===== src/rtl/uart_tx.sv =====
`default_nettype none
// ============================================================================
// Module   : uart_tx
// Purpose  : Double-buffered 8-bit UART transmitter (start, 8 data LSB first,
//            parity, stop) clocked by the 16x oversampling clock mclkx16.
// Revision : 1.0  initial release
// ============================================================================
module uart_tx #(
  parameter int OVERSAMPLE = 16,
  parameter int PARITY_ODD = 1
) (
  input  logic       mclkx16,
  input  logic       reset,
  input  logic       write,
  input  logic [7:0] data,
  output logic       tx,
  output logic       txrdy,
  output logic       txbusy
);

  localparam int                 c_div_w    = (OVERSAMPLE > 2) ? $clog2(OVERSAMPLE) : 1;
  localparam logic [c_div_w-1:0] c_div_last = c_div_w'(OVERSAMPLE - 1);
  localparam logic [c_div_w-1:0] c_div_one  = c_div_w'(1);

  typedef enum logic [2:0] {
    S_IDLE   = 3'd0,
    S_START  = 3'd1,
    S_DATA   = 3'd2,
    S_PARITY = 3'd3,
    S_STOP   = 3'd4
  } state_t;

  state_t             r_state, w_state_n;
  logic [7:0]         r_thr, w_thr_n;
  logic               r_thr_full, w_thr_full_n;
  logic [7:0]         r_tsr, w_tsr_n;
  logic               r_par, w_par_n;
  logic [c_div_w-1:0] r_div, w_div_n;
  logic [2:0]         r_bitcnt, w_bitcnt_n;
  logic               r_tx, w_tx_n;
  logic               r_busy, w_busy_n;
  logic               w_wrap;
  logic               w_load;

  assign w_wrap = (r_div == c_div_last);
  // A write only becomes visible to the transfer check one edge later,
  // because the transfer looks at the registered full flag.
  assign w_load = r_thr_full && ((r_state == S_IDLE) || ((r_state == S_STOP) && w_wrap));

  always_comb begin
    w_state_n    = r_state;
    w_thr_n      = r_thr;
    w_thr_full_n = r_thr_full;
    w_tsr_n      = r_tsr;
    w_par_n      = r_par;
    w_bitcnt_n   = r_bitcnt;
    w_div_n      = ((r_state == S_IDLE) || w_wrap) ? '0 : (r_div + c_div_one);
    w_tx_n       = 1'b1;

    case (r_state)
      S_IDLE: ;
      S_START: begin
        if (w_wrap) begin
          w_state_n  = S_DATA;
          w_bitcnt_n = 3'd0;
        end
      end
      S_DATA: begin
        if (w_wrap) begin
          if (r_bitcnt == 3'd7) w_state_n  = S_PARITY;
          else                  w_bitcnt_n = r_bitcnt + 3'd1;
        end
      end
      S_PARITY: begin
        if (w_wrap) w_state_n = S_STOP;
      end
      S_STOP: begin
        if (w_wrap) w_state_n = S_IDLE;
      end
      default: w_state_n = S_IDLE;
    endcase

    if (w_load) begin
      w_state_n    = S_START;
      w_div_n      = '0;
      w_tsr_n      = r_thr;
      w_par_n      = (PARITY_ODD != 0) ? ~^r_thr : ^r_thr;
      w_thr_full_n = 1'b0;
    end else if (write && !r_thr_full) begin
      w_thr_n      = data;
      w_thr_full_n = 1'b1;
    end

    // Output level is decided from the next state so tx can come straight off a flop.
    case (w_state_n)
      S_START:  w_tx_n = 1'b0;
      S_DATA:   w_tx_n = w_tsr_n[w_bitcnt_n];
      S_PARITY: w_tx_n = w_par_n;
      default:  w_tx_n = 1'b1;
    endcase

    w_busy_n = (w_state_n != S_IDLE);
  end

  always_ff @(posedge mclkx16) begin
    if (reset) begin
      r_state    <= S_IDLE;
      r_thr      <= 8'h00;
      r_thr_full <= 1'b0;
      r_tsr      <= 8'h00;
      r_par      <= 1'b0;
      r_div      <= '0;
      r_bitcnt   <= 3'd0;
      r_tx       <= 1'b1;
      r_busy     <= 1'b0;
    end else begin
      r_state    <= w_state_n;
      r_thr      <= w_thr_n;
      r_thr_full <= w_thr_full_n;
      r_tsr      <= w_tsr_n;
      r_par      <= w_par_n;
      r_div      <= w_div_n;
      r_bitcnt   <= w_bitcnt_n;
      r_tx       <= w_tx_n;
      r_busy     <= w_busy_n;
    end
  end

  assign tx     = r_tx;
  assign txrdy  = ~r_thr_full;
  assign txbusy = r_busy;

endmodule
`default_nettype wire

===== config.mk =====
export PLATFORM = sky130hd
export DESIGN_NAME = uart_tx
export DESIGN_NICKNAME = d
export VERILOG_FILES = /design/src/rtl/uart_tx.sv
export SDC_FILE = /design/constraint.sdc
export NUM_CORES = 1
export LEC_CHECK = 0
export CORE_MARGIN = 2
export CORE_UTILIZATION = 40
export CTS_CLUSTER_SIZE = 14
export DETAILED_ROUTE_END_ITERATION = 10
export PLACE_DENSITY_LB_ADDON = 0.05
export REMOVE_ABC_BUFFERS = 1
export SLEW_MARGIN = 20
export SYNTH_ARGS = -nofsm -noshare
export SYNTH_HDL_FRONTEND = slang
export SYNTH_SLANG_ARGS = --single-unit

===== constraint.sdc =====
create_clock -name mclkx16 -period 4.1 [get_ports mclkx16]
set_clock_uncertainty 0.05 [all_clocks]
set_input_delay 0.82 -clock mclkx16 [delete_from_list [all_inputs] [get_ports mclkx16]]
set_output_delay 0.82 -clock mclkx16 [all_outputs]
set_load 0.01 [all_outputs]

==> results of run 1 <==
final cells by class:
class                           instances  area [µm²]
Timing Repair Buffer                   15         145
Clock inverter                          1        5.00
Sequential cell                        30         601
Fill cell                             338        1710
Tap cell                               46        57.6
Clock buffer                            7        55.1
Inverter                                5        18.8
Multi-Input combinational cell        101         691
metal layers:
metal | up-vias | GRT usage (%) | share of wire (%)
met4 | 0 | 8.51 | 1.1
li1 | 526 | - | -
met5 | - | 0 | 0
met3 | 2 | 6.63 | 5.4
met1 | 468 | 20.0 | 48
met2 | 28 | 22.6 | 46
where the power goes:
group          switching (mW)  internal, mW
sequential             0.0105         0.305
combinational          0.0381        0.0439
clock                  0.0950        0.0830
cells in the mapped netlist:
master | n | area share, %
dfxtp_1 | 30 | 45
nor2_1 | 29 | 8.1
mux2i_1 | 18 | 13
xnor2_1 | 9 | 5.9
inv_1 | 5 | 1.4
a31oi_1 | 4 | 1.9
and3_1 | 4 | 1.9
nand2_1 | 4 | 1.1
nor3_1 | 4 | 1.5
a21oi_1 | 3 | 1.1
clkbuf_1 | 3 | 0.84
nor2b_1 | 3 | 1.4
buf_1 | 2 | 0.56
ha_1 | 2 | 1.9
nor3b_1 | 2 | 1.1
nor4_1 | 2 | 0.93
or3_1 | 2 | 0.93
a2111oi_0 | 1 | 0.65
a2111oi_2 | 1 | 1.1
a221o_1 | 1 | 0.75
a22o_1 | 1 | 0.65
a22oi_1 | 1 | 0.56
a2bb2oi_1 | 1 | 0.65
and4b_1 | 1 | 0.75
buf_6 | 1 | 0.84
mux2_2 | 1 | 0.84
mux2_4 | 1 | 1.1
nand2b_1 | 1 | 0.47
nand3_1 | 1 | 0.37
nand3_2 | 1 | 0.75
o21ai_1 | 1 | 0.37
o311ai_1 | 1 | 0.65
xor2_1 | 1 | 0.65
per-stage QoR:
step	utilization [%]	hold WS [ps]	total power [mW]
floorplan	-	368	0.373
global route	47.9	438	0.612
detailed placement	46.1	389	0.405
finish	47.9	406	0.575
global placement	46.1	382	0.404
CTS	47.9	408	0.588
state kept, by name (all words and copies together), names as in the netlist:
name / flops
r_thr: 8
r_tsr: 8
tx: 1
r_bitcnt: 3
r_par: 1
r_state: 3
txbusy: 1
r_thr_full: 1
r_div: 4
path summary, 6_finish.rpt:
kind,start,to,depth (start not counted)
worst min-delay path,r_div[0]$_SDFF_PP0_,r_div[0]$_SDFF_PP0_,1
worst max register to register,r_div[0]$_SDFF_PP0_,tx$_SDFF_PP1_,9
worst max-delay path,r_div[0]$_SDFF_PP0_,tx$_SDFF_PP1_,9
worst min register to register,r_div[0]$_SDFF_PP0_,r_div[0]$_SDFF_PP0_,1
critical path, cell delays in order, from the launching register on:
cell and delay (ps):
dfxtp_1 360, ha_1 250, nand3_2 140, a2111oi_2 370
buf_4 270, mux2i_1 240, mux2i_1 100, and3_1 170
nor4_1 280, o311ai_1 110
layout by cell type, fill, tap and decap left out:
| master | count |
|---|---|
| clkbuf_4 | 5 |
| mux2i_1 | 18 |
| a22o_1 | 1 |
| buf_4 | 2 |
| a221o_1 | 1 |
| clkinv_2 | 1 |
| a31oi_1 | 4 |
| a21oi_1 | 3 |
| clkbuf_1 | 1 |
| nand2_1 | 4 |
| a2bb2oi_1 | 1 |
| clkdlybuf4s50_1 | 13 |
| and3_1 | 4 |
| clkbuf_8 | 1 |
| a2111oi_0 | 1 |
| nand3_1 | 1 |
| nor2b_1 | 3 |
| and4b_1 | 1 |
| a22oi_1 | 1 |
| o21ai_1 | 1 |
| inv_1 | 5 |
| nor4_1 | 2 |
| xnor2_1 | 9 |
| dfxtp_1 | 30 |
| nor2_1 | 29 |
| a2111oi_2 | 1 |
| xor2_1 | 1 |
| ha_1 | 2 |
| or3_1 | 2 |
| nand3_2 | 1 |
| nor3_1 | 4 |
| mux2_2 | 1 |
| nand2b_1 | 1 |
| mux2_4 | 1 |
| o311ai_1 | 1 |
| nor3b_1 | 2 |
logic make-up after synthesis:
group / synth area share, %
buf+inv: 3.64
mux: 15.4
fa+ha+maj: 1.87
compound gates: 8.40
flops: 44.8
xor+xnor: 6.54
simple gates: 19.3
==> results.sh, run 1 <==
export IMPL_min_period_ps=2470
export IMPL_worst_slack_ps=1630
export IMPL_reg2reg_slack_ps=1630
export IMPL_gp_congestion=0.868
export IMPL_syn_avg_cell_area_um2=9.44
export IMPL_viasPerCell=5.00
export IMPL_dp_hpwl_um=1820
export IMPL_status="finished clean"
export IMPL_place_inst=197
export IMPL_setup_viol=0
export IMPL_antenna_found_initial=0
export IMPL_dieArea_mm2=0.00383
export IMPL_drt_total_wl_um=2500
export IMPL_timing_fmax_mhz=406
export IMPL_crit_arrival_ps=2610
export IMPL_root_buffer="clkbuf_4"
export IMPL_slew_headroom_pct=37.5
export IMPL_ys_ff_latch=30
export IMPL_worst_ep_required_time_ps=4250
export IMPL_fin_setup_tns_ps=0
export IMPL_h_tree_depth=2
export IMPL_cts_setup_buffers=0
export IMPL_crit_type="register to register"
export IMPL_fin_area_mm2=0.00157
export IMPL_ios=14
export IMPL_drive_gt1_share_pct=8.18
export IMPL_placed_area_mm2=0.00151
export IMPL_p_leak_nw=0.593
export IMPL_hold_path_class="register to register"
export IMPL_rsz0062_at_grt="no"
export IMPL_end_kind="register"
export IMPL_worstPathMaxFanout=10
export IMPL_core_area_mm2=0.00328
export IMPL_synth_warnings=0
export IMPL_tightest_slew_ps=935
export IMPL_layout_cells_non_filler=205
export IMPL_cts_sinks=30
export IMPL_clkLatencyLatePin_ps=320
export IMPL_cts_tree="built"
export IMPL_drv_slew=0
export IMPL_vdd_drop_max_mv=0.180
export IMPL_grt_overflow_total=0
export IMPL_hold_viol=0
export IMPL_via_count=1024
export IMPL_syn_inst=142
export IMPL_drcViolationCount=0
export IMPL_die_h_um=61.9
export IMPL_cts_buffer_depth=2
export IMPL_clk_transition_reported_paths_ps=90
export IMPL_place_ws_ps=1490
export IMPL_grt_pass1_wl_um=4140
export IMPL_post_cts_resized=0
export IMPL_cts_buffers=5
export IMPL_grt_pass1_vias=891
export IMPL_p_per_area_mw_per_mm2=366
export IMPL_row_count=21
export IMPL_ant_nets=0
export IMPL_ys_seq_area_share_pct=44.8
export IMPL_start_util_pct=40.8
export IMPL_maxCapViolations=0
export IMPL_firstDrtPassIters=4
export IMPL_die_x_um=61.9
export IMPL_grtUsageTotal_pct=15.8
export IMPL_postCtsHoldBufs=0
export IMPL_fin_crit_sh_pct=60.1
export IMPL_portBuffers=13
export IMPL_wl_per_cell_um=12.2
export IMPL_cp_start_kind="register"
export IMPL_fin_nets=171
export IMPL_diodes=0
export IMPL_grt_start_max_net_pins=19
export IMPL_netlist_area_mm2=0.00134
export IMPL_yosysUniqueCellTypes=33
export IMPL_area_growth_pct=17.4
export IMPL_drt_first_iter_violations=73
No activity file was read; power rests on OpenSTA's default activity.
==> inputs of run 2 (changes only) <==
Clock period 4.1 ns to 2.4 ns, I/O delays scaled along.
==> results.sh, run 2 (synthesized netlist as in run 1, its figures left out) <==
export IMPL_cts_buffer_depth=2
export IMPL_clk_transition_reported_paths_ps=100
export IMPL_cp_start_kind="register"
export IMPL_reg_largest_list="r_thr: 8 flops, r_tsr: 8 flops, r_div: 4 flops"
export IMPL_clkLatencyLatePin_ps=330
export IMPL_rsz0062_at_grt="yes"
export IMPL_p_leak_nw=0.636
export IMPL_cts_buffers=5
export IMPL_drcViolationCount=0
export IMPL_portBuffers=13
export IMPL_grt_pass1_vias=988
export IMPL_die_h_um=61.9
export IMPL_post_route_util_pct=51.7
export IMPL_crit_arrival_ps=2520
export IMPL_via_count=1023
export IMPL_cts_tree="built"
export IMPL_critPathTopFamily="simple AND/OR/NAND/NOR gates"
export IMPL_grt_pass1_wl_um=4520
export IMPL_crit_start="r_div[0]$_SDFF_PP0_"
export IMPL_firstDrtPassIters=4
export IMPL_gp_congestion=0.812
export IMPL_cts_sinks=30
export IMPL_hold_viol=0
export IMPL_diodes=0
export IMPL_place_ws_ps=-12.1
export IMPL_status="finished clean"
export IMPL_p_per_area_mw_per_mm2=592
export IMPL_slowest_delay_ps=420
export IMPL_min_from="r_tsr[6]$_SDFF_PP0_"
export IMPL_viasPerCell=4.83
export IMPL_drt_total_wl_um=2710
export IMPL_grt_overflow_total=0
export IMPL_layout_common_cells="nor2_1 (29), dfxtp_1 (28), mux2i_1 (16)"
export IMPL_drt_first_iter_violations=93
export IMPL_area_growth_pct=26.6
export IMPL_worst_ep_required_time_ps=2600
export IMPL_placed_area_mm2=0.00155
export IMPL_start_util_pct=40.8
export IMPL_dieArea_mm2=0.00383
export IMPL_row_count=21
export IMPL_dp_hpwl_um=1950
export IMPL_core_area_mm2=0.00328
export IMPL_worst_path_buf_inv=0
export IMPL_vdd_drop_max_mv=0.470
export IMPL_worstPathMaxFanout=6
export IMPL_drive_gt1_share_pct=18.7
export IMPL_setup_viol=0
export IMPL_fin_setup_tns_ps=0
export IMPL_drv_slew=0
export IMPL_cp_cell_sequence="ha_4, and4b_1, and3_1, a221o_2, mux2_4, nor3b_2, nor4_2, o311ai_1"
export IMPL_mostFrequentLayoutCell="nor2_1"
export IMPL_fin_area_mm2=0.00170
export IMPL_worst_slack_ps=73.6
export IMPL_slowest_stage="a221o_2"
export IMPL_grt_start_max_net_pins=13
export IMPL_ant_nets=0
export IMPL_tightest_slew_ps=524
export IMPL_timing_fmax_mhz=430
export IMPL_end_kind="register"
export IMPL_regToRegStartpoint="r_div[0]$_SDFF_PP0_"
export IMPL_crit_type="register to register"
export IMPL_grtUsageTotal_pct=16.8
export IMPL_die_x_um=61.9
export IMPL_fin_crit_sh_pct=96.9
export IMPL_h_tree_depth=2
export IMPL_min_period_ps=2330
export IMPL_wl_per_cell_um=12.8
export IMPL_slew_headroom_pct=64.9
export IMPL_root_buffer="clkbuf_4"
export IMPL_antenna_found_initial=0
export IMPL_maxCapViolations=0
export IMPL_fin_nets=178
export IMPL_hold_path_class="register to register"
export IMPL_ios=14
run 2: changes by cell type in the layout (fill, tap and decap cells not counted), sizes merged:
| cell | before | now |
|---|---|---|
| buf | 2 | 9 |
run 2: path summary, 6_finish.rpt:
check / end / slack, ps / cells after the start
min reg2reg: r_tsr[6]$_SDFF_PP0_ / 440 / 2
max reg2reg: tx$_SDFF_PP1_ / 70 / 8
max: tx$_SDFF_PP1_ / 70 / 8
min: r_tsr[6]$_SDFF_PP0_ / 440 / 2
run 2: worst register-to-register path, stage by stage, from the launching register on:
cell	delay (ps)
dfxtp_2	350
ha_4	170
and4b_1	240
and3_1	190
a221o_2	420
mux2_4	330
nor3b_2	220
nor4_2	70
o311ai_1	220
run 2: final cells by class:
type / instances / area (µm²)
Clock buffer: 7 / 55.1
Clock inverter: 1 / 5.00
Sequential cell: 30 / 603
Multi-Input combinational cell: 101 / 752
Timing Repair Buffer: 22 / 205
Fill cell: 311 / 1590
Tap cell: 46 / 57.6
Inverter: 5 / 18.8
run 2: report_power, final:
group          switching, mW  leakage (nW)  internal (mW)
combinational         0.0697         0.355         0.0855
sequential            0.0206         0.245          0.521
clock                  0.166        0.0353          0.142
total                  0.257         0.636          0.748
run 2: stage by stage:
stage	hold slack, ps	total power, mW	std cells
after floorplan	368	0.636	136
after global placement	422	0.694	202
after detailed placement	426	0.697	202
after CTS	446	1.01	211
after global routing	499	1.06	212
final	443	1.00	212
run 2: timing repair:
item,CTS,global route
setup buffers,0,1
gates cloned,1,0
pin swaps,0,3
hold buffers,0,0
resized for setup,4,16
setup endpoints to repair,1,1
run 2: per-layer routing:
| layer | routed length [µm] | GRT usage, % |
|---|---|---|
| met5 | 0 | 0 |
| met4 | 53 | 6.38 |
| met3 | 93 | 6.83 |
| met2 | 1320 | 26.9 |
| met1 | 1250 | 20.2 |
